File: src/rtl/btb_assoc.sv
// Fully associative branch target buffer with 2-bit saturating direction
// counters and true-LRU replacement kept as a per-entry age permutation.
module btb_assoc #(
  parameter int unsigned DEPTH = 4,
  parameter int unsigned W_PC  = 32,
  parameter int unsigned W_BTA = 32
) (
  input  logic             clk,
  input  logic             reset,
  input  logic [W_PC-1:0]  pc,
  output logic             hit,
  output logic             pred_taken,
  output logic [W_BTA-1:0] bta,
  input  logic             upd_valid,
  input  logic [W_PC-1:0]  upd_pc,
  input  logic [W_BTA-1:0] upd_target,
  input  logic             upd_taken,
  input  logic             flush
);

  localparam int unsigned W_TAG = W_PC - 2;
  localparam int unsigned W_AGE = (DEPTH > 1) ? $clog2(DEPTH) : 1;

  logic [DEPTH-1:0]              valid_q, valid_d;
  logic [DEPTH-1:0][W_TAG-1:0]   tag_q,   tag_d;
  logic [DEPTH-1:0][W_BTA-1:0]   tgt_q,   tgt_d;
  logic [DEPTH-1:0][1:0]         ctr_q,   ctr_d;
  logic [DEPTH-1:0][W_AGE-1:0]   age_q,   age_d;

  logic [W_TAG-1:0] look_tag;
  logic [W_TAG-1:0] upd_tag;
  logic [W_AGE-1:0] hit_idx;
  logic             upd_hit;
  logic [W_AGE-1:0] upd_idx;
  logic             inv_found;
  logic [W_AGE-1:0] inv_idx;
  logic [W_AGE-1:0] lru_idx;
  logic             touch;
  logic [W_AGE-1:0] touch_idx;
  logic [W_AGE-1:0] alloc_idx;
  logic             unused_bits;

  assign look_tag    = pc[W_PC-1:2];
  assign upd_tag     = upd_pc[W_PC-1:2];
  assign unused_bits = ^{pc[1:0], upd_pc[1:0]};

  // Lookup: reversed scans so the lowest matching index wins.
  always_comb begin
    hit     = 1'b0;
    hit_idx = '0;
    for (int i = int'(DEPTH) - 1; i >= 0; i--) begin
      if (valid_q[i] && (tag_q[i] == look_tag)) begin
        hit     = 1'b1;
        hit_idx = W_AGE'(i);
      end
    end
    pred_taken = hit & ctr_q[hit_idx][1];
    bta        = hit ? tgt_q[hit_idx] : '0;
  end

  // Update-side searches: matching entry, first free slot, and LRU victim.
  always_comb begin
    upd_hit   = 1'b0;
    upd_idx   = '0;
    inv_found = 1'b0;
    inv_idx   = '0;
    lru_idx   = '0;
    for (int i = int'(DEPTH) - 1; i >= 0; i--) begin
      if (valid_q[i] && (tag_q[i] == upd_tag)) begin
        upd_hit = 1'b1;
        upd_idx = W_AGE'(i);
      end
      if (!valid_q[i]) begin
        inv_found = 1'b1;
        inv_idx   = W_AGE'(i);
      end
      if (age_q[i] == W_AGE'(DEPTH - 1)) begin
        lru_idx = W_AGE'(i);
      end
    end
  end

  // Next state: flush beats update; a miss with not-taken leaves everything alone.
  always_comb begin
    valid_d   = valid_q;
    tag_d     = tag_q;
    tgt_d     = tgt_q;
    ctr_d     = ctr_q;
    age_d     = age_q;
    touch     = 1'b0;
    touch_idx = '0;
    alloc_idx = inv_found ? inv_idx : lru_idx;

    if (flush) begin
      valid_d = '0;
    end else if (upd_valid) begin
      if (upd_hit) begin
        if (upd_taken) begin
          ctr_d[upd_idx] = (ctr_q[upd_idx] == 2'b11) ? 2'b11 : ctr_q[upd_idx] + 2'd1;
          tgt_d[upd_idx] = upd_target;
        end else begin
          ctr_d[upd_idx] = (ctr_q[upd_idx] == 2'b00) ? 2'b00 : ctr_q[upd_idx] - 2'd1;
        end
        touch     = 1'b1;
        touch_idx = upd_idx;
      end else if (upd_taken) begin
        valid_d[alloc_idx] = 1'b1;
        tag_d[alloc_idx]   = upd_tag;
        tgt_d[alloc_idx]   = upd_target;
        ctr_d[alloc_idx]   = 2'b10;
        touch              = 1'b1;
        touch_idx          = alloc_idx;
      end
    end

    if (touch) begin
      for (int i = 0; i < int'(DEPTH); i++) begin
        if (age_q[i] < age_q[touch_idx]) begin
          age_d[i] = age_q[i] + W_AGE'(1);
        end
      end
      age_d[touch_idx] = '0;
    end
  end

  always_ff @(posedge clk or negedge reset) begin
    if (!reset) begin
      valid_q <= '0;
      tag_q   <= '0;
      tgt_q   <= '0;
      for (int i = 0; i < int'(DEPTH); i++) begin
        ctr_q[i] <= 2'b01;
        age_q[i] <= W_AGE'(i);
      end
    end else begin
      valid_q <= valid_d;
      tag_q   <= tag_d;
      tgt_q   <= tgt_d;
      ctr_q   <= ctr_d;
      age_q   <= age_d;
    end
  end

endmodule

File: config.mk
export PLATFORM = sky130hd
export DESIGN_NAME = btb_assoc
export DESIGN_NICKNAME = d
export VERILOG_FILES = /design/src/rtl/btb_assoc.sv
export SDC_FILE = /design/constraint.sdc
export NUM_CORES = 1
export LEC_CHECK = 0
export CAP_MARGIN = 20
export CORE_MARGIN = 2
export CORE_UTILIZATION = 41
export CTS_CLUSTER_DIAMETER = 150
export DETAILED_ROUTE_END_ITERATION = 8
export PLACE_DENSITY = 0.63
export SLEW_MARGIN = 20
export SYNTH_ARGS = -nofsm -noshare
export SYNTH_HDL_FRONTEND = slang
export SYNTH_SLANG_ARGS = --single-unit
File: constraint.sdc
create_clock -name clk -period 4.3 [get_ports clk]
set_clock_uncertainty 0.2 [all_clocks]
set_input_delay 0.86 -clock clk [delete_from_list [all_inputs] [get_ports clk]]
set_output_delay 0.86 -clock clk [all_outputs]
set_load 0.01 [all_outputs]
Yosys cells after proc, flatten, opt, wreduce, memory -nomap -nowiden
Index checks and enable logic that the tools add are counted.
Operators by class
  $add $sub $neg: 6
  magnitude comparators: 11
  equality and inequality tests: 14
  reductions and logical operators: 19
  bitwise logic cells: 9
  multiplexer cells: 85
Operator list (number)
  128-bit two-way mux: 3
  128-bit bitwise mux: 2
  30-bit == test: 8
  32-bit demux with 2-bit select: 2
  32-bit two-way mux: 4
  120-bit bitwise mux: 1
  2-bit two-way mux: 37
  32-bit binary-select mux with 2-bit select: 1
  30-bit demux with 2-bit select: 1
  30-bit two-way mux: 1
  8-bit two-way mux: 3
  1-bit two-way mux: 17
  8-bit bitwise mux: 2
  4-bit two-way mux: 4
  2-bit binary-select mux with 2-bit select: 3
  2-bit demux with 2-bit select: 3
  2-bit by 3-bit < comparator with 1-bit output (second input constant): 4
  1-bit logical AND: 11
  2-bit by 1-bit adder with 2-bit output (second input constant): 5
  2-bit == test (second input constant): 5
  3-bit AND reduction: 3
  8-bit AND: 1
  2-bit < comparator: 4
  8-bit NOT: 1
  other kinds (12): 18
Word-level totals
  bits in registers: 268
  output and inout bits: 34
  input bits: 101

Depth between registers and ports, before layout
  depth after elaboration: 16
  gate-level depth with buffers: 16

Worst setup path before layout
Ideal clock, no wire load.
  kind: input port to flip-flop
  start point: input port upd_pc[13]
  end point: register age_q[3] (netlist name)
  data arrival time: 3827 ps
  buffers on the path: 2
  stages on the path: 15
  slack: 147 ps
  required time: 3974 ps
  setup time: 126 ps
  cells stage by stage: buf_4 > xnor2_2 > nand4_1 > or4_4 > or2_4 > nand3_2 > nand2_1 > buf_2 > nand2_1 > nand2_1 > o21ai_0 > ha_1 > or2_2 > o211a_1 > a311o_1
On the way
  cells in the longest elaborated chain, start to end: 15
  elaborated cells between the ends (all ways): 34
  those cells by class: 3 x order compare; 4 x eq/ne; 20 x mux; 2 x bitwise; 5 x reduce/logical
RTL lines
  from (decl): RTL line 15  | input logic [W_PC-1:0] upd_pc,
  30-bit == test: RTL line 69  | if (valid_q[i] && (tag_q[i] == upd_tag)) begin
  1-bit logical AND: RTL line 69
  2-bit two-way mux or 1-bit two-way mux (tied branches) (4 in a row): RTL line 69
  2-bit two-way mux: RTL line 97  | if (upd_hit) begin
  2-bit two-way mux: RTL line 96  | end else if (upd_valid) begin
  2-bit two-way mux: RTL line 94  | if (flush) begin
  2-bit binary-select mux with 2-bit select, or another cell as far along: RTL line 118  | if (age_q[i] < age_q[touch_idx]) begin
  2-bit two-way mux (implied by the code) or 1-bit logical AND (tied branches): RTL line 118, 122
  2-bit < comparator or 2-bit two-way mux (tied branches): RTL line 118, 122
  2-bit two-way mux or 2-bit demux with 2-bit select (tied branches): RTL line 118, 122
  2-bit two-way mux or 8-bit NOT (tied branches)
  8-bit AND (no source line)
  to (signal, indexed assignment): RTL line 133  | age_q[i] <= W_AGE'(i);
  to (signal assigned): RTL line 140  | age_q <= age_d;
  to (decl): RTL line 28  | logic [DEPTH-1:0][W_AGE-1:0] age_q, age_d;
Parallel ways exist; a longest one is shown, timed or not. The select of a mux whose other input is x is not followed.
A chain may end at the register's enable or synchronous reset.

Worst setup path after layout
  start point: input port pc[8]
  end point: output port bta[16]
On the way
  cells in the longest elaborated chain, start to end: 9
  elaborated cells between the ends (all ways): 19
  those cells by class: 4 x eq/ne; 11 x mux; 4 x reduce/logical
RTL lines
  from (decl): RTL line 10  | input logic [W_PC-1:0] pc,
  30-bit == test: RTL line 52  | if (valid_q[i] && (tag_q[i] == look_tag)) begin
  1-bit logical AND: RTL line 52
  2-bit two-way mux (4 in a row): RTL line 52
  32-bit binary-select mux with 2-bit select: RTL line 58  | bta = hit ? tgt_q[hit_idx] : '0;
  32-bit two-way mux (implied by the code): RTL line 58
  32-bit two-way mux *: RTL line 58
  to (decl): RTL line 13  | output logic [W_BTA-1:0] bta,
Every way passes the cells marked *; elsewhere a longest branch is shown, timed or not. The select of a mux whose other input is x is not followed.

==> flow_summary.ini <==
[run_status]
status = finished with violations
violations = setup timing

[sta]
fin_crit_ns = 4.46
fin_crit_sh = 1.04
maxSlewViolCount = 0
setup-tns-final_ns = -4.25
setup_slack_ns = -0.159
max_freq_mhz = 224
rsz0062_at_grt = true
slew_headroom = 0.511
setup_violations = 33
finalHoldViolCount = 0
max_slew.worst_pin.slew_ns = 0.729

[clocking]
cts_tree = built
clock_latency_ns = 0.53
clk_pin_slew_worst_paths_ns = 0.06
cts_inserted_buffers = 34
cts_max_level = 2
ctsHoldBuffers = 0
clk_path_buf_depth = 3
cts.sinks = 268
ctsRootBufferMaster = clkbuf_16

[synth]
synth_warnings = 0
synthFlopType = dfrtp_1
synth_seq_cells = 268
syn-num-nets = 1436
syn_area_um2 = 15300
synth_area_leaders = dfrtp_1 (43%), mux2_2 (16%), xnor2_1 (9.8%)
synth.avg_cell_area_um2 = 11.5
seq_area_frac_synth = 0.440
async_flop_share = 1.00
synthCells = 1327
yosysUniqueCellTypes = 80
synth_top_area_cell = dfrtp_1
synth_top_area_share = 0.426
synth_edf_count = 0

[global_route]
grt_pass1_vias = 13100
grt-ovfl-total = 0
antenna_found_initial = 0
grt_pass1_wl_um = 81200
grt_max_degree = 87
gr-usage-all-layers = 0.281

[drt]
via_count = 12500
via_per_inst = 5.54
ant_nets = 0
routedWlPerCell_um = 24.0
wirelength_um = 53900
first_pass_iters = 5
drt_iter0_drc = 779
drc = 0

[pwr]
pwr-share-comb = 0.255
p_int_w = 0.00575
switchingPower_w = 0.00252
power_frac_seq = 0.397
p_per_area_nw_per_um2 = 388
netSwitchingFraction = 0.305
clockPowerShare = 0.349
p_leak_nw = 9.66
max-vdd-ir-drop_uv = 247

[placement]
io_buffers = 130
place_congestion = 0.987
placed_cells = 2166
dp_worst_setup_slack_ns = -1.00
place_hpwl_um = 40900

[critical_path]
worst-path-max-fanout = 11
required_ns = 3.24
cp-end-kind = output port
worstSetupPathType = input port to output port
crit_arrival_ns = 3.40
reg2reg_from = tag_q[98]
cp-startpoint = pc[8]
worst_setup_path_start_kind = input port

[floorplan]
die_h_um = 197
die_x_um = 197
rows = 70
core-area_um2 = 36600
initial_core_util = 0.417
die_area_um2 = 38800
io_pins = 135

[flow_run]
cap_violations = 0

[cells_and_area]
drive_gt1_frac = 0.439
mostFrequentLayoutCells = buf_4 (310), dfrtp_1 (260), mux2_2 (214), xnor2_1 (154), nand4_1 (74)
fin_cells = 2251
diodes = 0
syn_to_final_growth_pct = 39.6
nets = 1868
final_common_cell = buf_4

[min_path]
hold_class = input port to asynchronous set/reset pin
==> flip-flops by register name, indices dropped and copies added, names as in the netlist <==
name     cells
tgt_q      128
tag_q      120
age_q        8
ctr_q        8
valid_q      4
==> final timing paths <==
kind                                  end  slack [ns]  cells past startpoint
worst max-delay path              bta[16]       -0.16                     13
worst min register to register   ctr_q[2]        0.26                      2
worst min-delay path            tag_q[52]        0.10                      1
max in group asynchronous       tgt_q[38]        2.81                      2
worst max register to register   age_q[3]        0.62                     16
min in group clk                 ctr_q[2]        0.26                      2
==> synth_stat cells, types with 11 or more instances <==
library cell	instances
nand3_1	22
buf_6	17
dfrtp_1	260
inv_1	12
xnor2_2	11
a21oi_1	44
mux2_1	35
clkbuf_1	28
nand4_1	74
nor3_1	12
o21ai_0	12
o22ai_1	35
mux2i_1	34
buf_2	32
xnor2_1	171
mux2_2	214
xor2_1	58
nor4_1	38
nand2_1	40
nor2_1	52
==> worst max-delay path, cell delays in order <==
cell,delay (ns)
clkdlybuf4s15_1,0.30
xnor2_2,0.25
nand4_1,0.14
nor4bb_2,0.30
nand4_1,0.17
a41oi_2,0.25
a41oi_2,0.07
a41o_4,0.30
buf_4,0.15
buf_12,0.14
mux2i_2,0.15
o22ai_1,0.15
buf_2,0.15
==> cell families (layout without fill, tap and decap cells) <==
kind of cell | count (synthesis) | count (layout) | share of synthesized area
AOI/OAI and AO/OA | 144 | 144 | 0.0623
xor gates and xnor gates | 240 | 240 | 0.143
adders and majority gates | 10 | 10 | 0.00803
buffers and inverters | 97 | 553 | 0.0363
DFF | 268 | 268 | 0.440
muxes | 283 | 283 | 0.206
and+or+nand+nor | 285 | 285 | 0.104
==> cell type report <==
type,count,area (µm²)
fill,3135,15300
clock buffer,47,991
multi-input combinational,962,8600
inverter,13,50.0
timing repair buffer,480,4220
tap,468,586
clock inverter,13,148
sequential,268,6720
==> metrics by stage <==
stage | utilization | hold slack (ns) | total power [W] | instance area [µm²]
6_report | 0.582 | 0.105 | 0.00827 | 21300
5_1_grt | 0.582 | 0.159 | 0.00861 | 21300
4_1_cts | 0.576 | 0.128 | 0.00827 | 21100
3_5_place_dp | 0.531 | 0.251 | 0.00531 | 19400
3_3_place_gp | 0.531 | 0.251 | 0.00527 | 19400
2_1_floorplan | - | 0.235 | 0.00423 | 15300
==> layer usage <==
| layer | up-vias | track usage | routed length, µm |
|---|---|---|---|
| met3 | 93 | 0.0409 | 3250 |
| met1 | 6317 | 0.388 | 23800 |
| li1 | 5653 | - | - |
| met5 | - | 0 | 0 |
| met2 | 397 | 0.459 | 25300 |
| met4 | 0 | 0.0835 | 1550 |
==> power by group through the flow <==
stage	clock network, W	logic [W]	registers (W)
2_1_floorplan	0	0.00103	0.00320
3_3_place_gp	0	0.00199	0.00328
3_5_place_dp	0	0.00201	0.00330
4_1_cts	0.00294	0.00207	0.00327
5_1_grt	0.00304	0.00224	0.00332
6_report	0.00288	0.00211	0.00328
==> repair_timing <==
item	4_1_cts	5_1_grt
hold endpoints to repair	0	0
cloned	5	1
resized for setup	275	38
buffers inserted	17	6
pin swaps	36	25
endpoints found under the setup margin	42	41
Power figures use the tool's default switching activity.
==> patch 1 (same settings) <==
Change the parameter `DEPTH` from 4 to 8.
--- a/src/rtl/btb_assoc.sv
+++ b/src/rtl/btb_assoc.sv
@@ -2,5 +2,5 @@
 // counters and true-LRU replacement kept as a per-entry age permutation.
 module btb_assoc #(
-  parameter int unsigned DEPTH = 4,
+  parameter int unsigned DEPTH = 8,
   parameter int unsigned W_PC  = 32,
   parameter int unsigned W_BTA = 32
Check against the original RTL: not settled (the Yosys comparison gave no result); the edit may change what the design does.
==> patch 1 against the original RTL <==
  * The run still ends with negative setup slack left
  * Sequential cell count is 276 higher
  * Power up 78%
  * Non-clock buffer count grew 340
  * Sequential share of layout area is 0.37 points lower
  * Synthesized cell count rose by 82%
  * Die area grew 94%
  * Clock power increased by 110%
  * Cell area rose by 110%
  * Critical endpoint is now bta[8]
  * Wire length up 110%
  * Synthesized area increased by 96%
  * Count of clock-buffer cells in the layout rose by 31
  * Hold slack worse by 22 ps
  * Setup slack worse by 550 ps
==> patch 1: results <==
[finish]
buf_share_pct = 19.3
n_all_inverters = 47
diodes = 1
top_regs = tgt_q (256), tag_q (240), age_q (24)
sh_seq_area_pct = 31.2
clock_area_share_pct = 5.23
num-multi-input-gates = 1646
multi_input_area_share_pct = 41.2
nNonClkBuffers = 820
nClkBuffers = 78
fillers = 5521
drive_gt1_share_pct = 56.3
nNetsFinal = 3245

[power]
swShare_pct = 27.2
ir_drop_mv = 0.323

[grt]
use_met3_pct = 6.72
antenna_found_initial = 3
grt_max_degree = 100
grt_usage_pct = 29.7
grt_pass1_wl_um = 164000

[drt]
firstDrtPassIters = 6
wl_met3_um = 10300
vias = 23940
wl_met2_um = 50900
drt-met1-wl_um = 46100
dr.max_layer_used = met5
drt_iter0_drc = 2239

[timing]
setup_violations = 53
setup_slack_ps = -706
slew_headroom_pct = 39.4

[logic_synthesis]
seq_area_frac_synth_pct = 45.5
synth_compound_area_share_pct = 4.60
synthTopCellsByArea = dfrtp_1 (44%), mux2_2 (18%), xnor2_1 (11%)
synthMuxAreaShare_pct = 24.3
synth_nets = 2538
ys_types = 70
synth-adder-area-share_pct = 1.27
synth_common_cells = dfrtp_1 (524), mux2_2 (490), xnor2_1 (377), nand4_1 (130), xor2_1 (101)
ys_ff_latch = 544

[worst_setup_path]
cp_slowest_cell = mux4_2
reg2reg_to = age_q[3]
critPathArrivalTime_ps = 3950
crit_fanout = 8
slowest_delay_ps = 500
rrSetupSlack_ps = -170
worst-r2r-cell-count = 17
worstSetupEndpoint = bta[8]
path_delay_family = simple AND/OR/NAND/NOR gates

[outcome]
violations = negative setup slack
status = finished, violations left

[place]
place.gp.congestion = 0.981
placed_area_sq_um = 37000
dp_slack_ps = -1530
hpwl_um = 73600

[clocking]
insertion_delay_ps = 660
cts_buffers = 61
cts_setup_buffers = 136

[die]
die_area_sq_um = 75200
-- patch 1: changes by cell type after synthesis, moves of 43 or more --
| cell | change |
|---|---|
| dfrtp_1 | +264 |
| nand4_1 | +56 |
| xnor2_1 | +206 |
| mux4_2 | +66 |
| mux2_2 | +276 |
| xor2_1 | +43 |
| clkbuf_1 | +44 |
-- patch 1: stage by stage --
step	util [%]	cells	TNS [ps]	hold WS, ps
after global placement	50.9	3859	-328650	254
after detailed placement	50.9	3859	-335580	260
after global routing	60.4	4131	-25340	138
after floorplan	-	2413	-4770	244
final	60.4	4131	-22280	82.8
after CTS	59.2	4120	-19920	110
-- patch 1: power groups by stage --
| stage | clock network (mW) | registers, mW | logic [mW] |
|---|---|---|---|
| after floorplan | 0 | 5.88 | 1.23 |
| after global placement | 0 | 5.94 | 2.22 |
| after detailed placement | 0 | 5.97 | 2.27 |
| after CTS | 6.03 | 5.90 | 2.67 |
| after global routing | 6.23 | 5.96 | 2.98 |
| final | 5.97 | 5.93 | 2.85 |
==> patch 2 (same flow settings) <==
Without the edit above. `tag_q` no longer has a reset.
--- a/src/rtl/btb_assoc.sv
+++ b/src/rtl/btb_assoc.sv
@@ -127,5 +127,4 @@
     if (!reset) begin
       valid_q <= '0;
-      tag_q   <= '0;
       tgt_q   <= '0;
       for (int i = 0; i < int'(DEPTH); i++) begin
@@ -135,5 +134,4 @@
     end else begin
       valid_q <= valid_d;
-      tag_q   <= tag_d;
       tgt_q   <= tgt_d;
       ctr_q   <= ctr_d;
@@ -142,4 +140,8 @@
   end
 
+  always_ff @(posedge clk) begin
+    tag_q <= tag_d;
+  end
+
 endmodule
 
Check against the original RTL: not settled (the Yosys comparison gave no result); the edit may change what the design does.
==> patch 2 against the original RTL <==
  * Synthesized area down 11%
  * Cell area fell by 14%
  * Sequential cell count unchanged
  * Maximum frequency up 4.8%
  * Wire length decreased by 31%
  * Count of clock-buffer cells in the layout grew 2
  * Setup slack better by 210 ps
Power is not compared: it rests on default switching activity, and its combinational part moved more than twofold at a synthesized area within 25%.
==> patch 2: results <==
[place]
place.gp.congestion = 0.915
hpwl_um = 26500
port_buffers = 130

[logic_synthesis]
seq_area_frac_synth_pct = 53.7
async_reset_ff_share_pct = 55.2
ys_types = 56
synthTopCellsByArea = edfxtp_1 (26%), dfrtp_1 (26%), xnor2_1 (11%)
synth_common_cells = xnor2_1 (176), dfrtp_1 (140), mux2_2 (128), edfxtp_1 (120), nand2_1 (95)
synth_nets = 1218
synth_edf_count = 120
ys_warn_count = 0

[drt]
wl_met3_um = 1850
drt-met1-wl_um = 16500
wire_per_inst_um = 20.1
drt_iter0_drc = 629
firstDrtPassIters = 5
wl_met2_um = 18000
dr.max_layer_used = met4
vias = 9599

[grt]
met1_usage_pct = 28.7
grt_max_degree = 79
antenna_found_initial = 0
use_met3_pct = 3.33
grt_pass1_vias = 10028
grt_usage_pct = 21.3
met2_usage_pct = 35.9
grt_pass1_wl_um = 58000

[worst_setup_path]
slowest_delay_ps = 310
worst-r2r-cell-count = 17
worstSetupEndpoint = bta[3]
cp-startpoint = pc[23]
critPathArrivalTime_ps = 3190
cp_slowest_cell = bufbuf_16
rrSetupSlack_ps = 240
reg2reg_from = tag_q[62]
crit_fanout = 4
path_delay_family = buffers and inverters
reg2reg_to = age_q[7]

[power]
p_leak_nw = 7.81
seqPwrFrac_pct = 46.7
switchingPower_mw = 1.49
combPwrFrac_pct = 11.6
p_seq_mw = 3.01
ir_drop_mv = 0.319

[timing]
setup_violations = 0
tightest_slew_ps = 683

[outcome]
status = completed

[clocking]
h-tree-depth = 1
clockBufferDepth = 3
cts-root-buf = clkbuf_16
insertion_delay_ps = 550
cts_buffers = 30
clk_pin_slew_ps = 60

[finish]
fillers = 2703
drive_gt1_share_pct = 36.4
top_regs = tgt_q (128), tag_q (120)
diodes = 0
nNetsFinal = 1498

[min_path]
hp-class = in2async
==> patch 2: cell types whose count changed in the layout (fill, tap and decap cells not counted), moves of 29 or more <==
cell / change
nand2_1: +59
buf_4: -161
mux2_1: -34
o21ai_0: +29
a21oi_1: -33
mux2_2: -86
dfrtp_1: -120
nor2_1: -38
edfxtp_1: +120
o22ai_1: -33
==> patch 2: final cells by class <==
class,count,area share (%)
clock buffer,49,5.33
clock inverter,7,0.485
inverter,13,0.266
multi-input combinational,758,35.2
sequential,268,39.9
tap,442,3.02
timing repair buffer,318,15.8
==> patch 2: logic make-up (layout without fill, tap and decap cells) <==
logic type	Yosys count	after routing	synth area share, %
compound gates	126	126	5.51
xor+xnor	240	240	15.6
fa+ha+maj	10	10	0.881
buf+inv	83	387	2.81
flops	268	268	53.7
mux	168	168	13.5
simple gates	214	214	7.93
==> patch 2: how the worst min path moves through the flow <==
stage	end	slack (ps)	from
after global routing	age_q[4]	160	reset
final	age_q[4]	100	reset
after global placement	tgt_q[3]	260	tgt_q[3]
after CTS	age_q[4]	120	reset
after floorplan	tgt_q[3]	250	tgt_q[3]
after detailed placement	tgt_q[3]	270	tgt_q[3]
==> patch 2: stage by stage <==
step / hold slack, ps / util [%] / std cells / area (sq um) / worst slack, ps
after global routing: 161 / 56.2 / 1855 / 18300 / -84.9
after floorplan: 253 / - / 1109 / 13700 / -393
after CTS: 122 / 55.4 / 1847 / 18100 / -79.5
after detailed placement: 275 / 51.1 / 1773 / 16700 / -846
final: 98.2 / 56.2 / 1855 / 18300 / 46.7
after global placement: 262 / 51.1 / 1773 / 16700 / -793
==> patch 2: what timing repair did <==
action / CTS / global route
gates resized for setup: 282 / 81
pin swaps: 32 / 34
setup buffers: 16 / 8
endpoints found under the setup margin: 40 / 39
gates cloned: 3 / 1
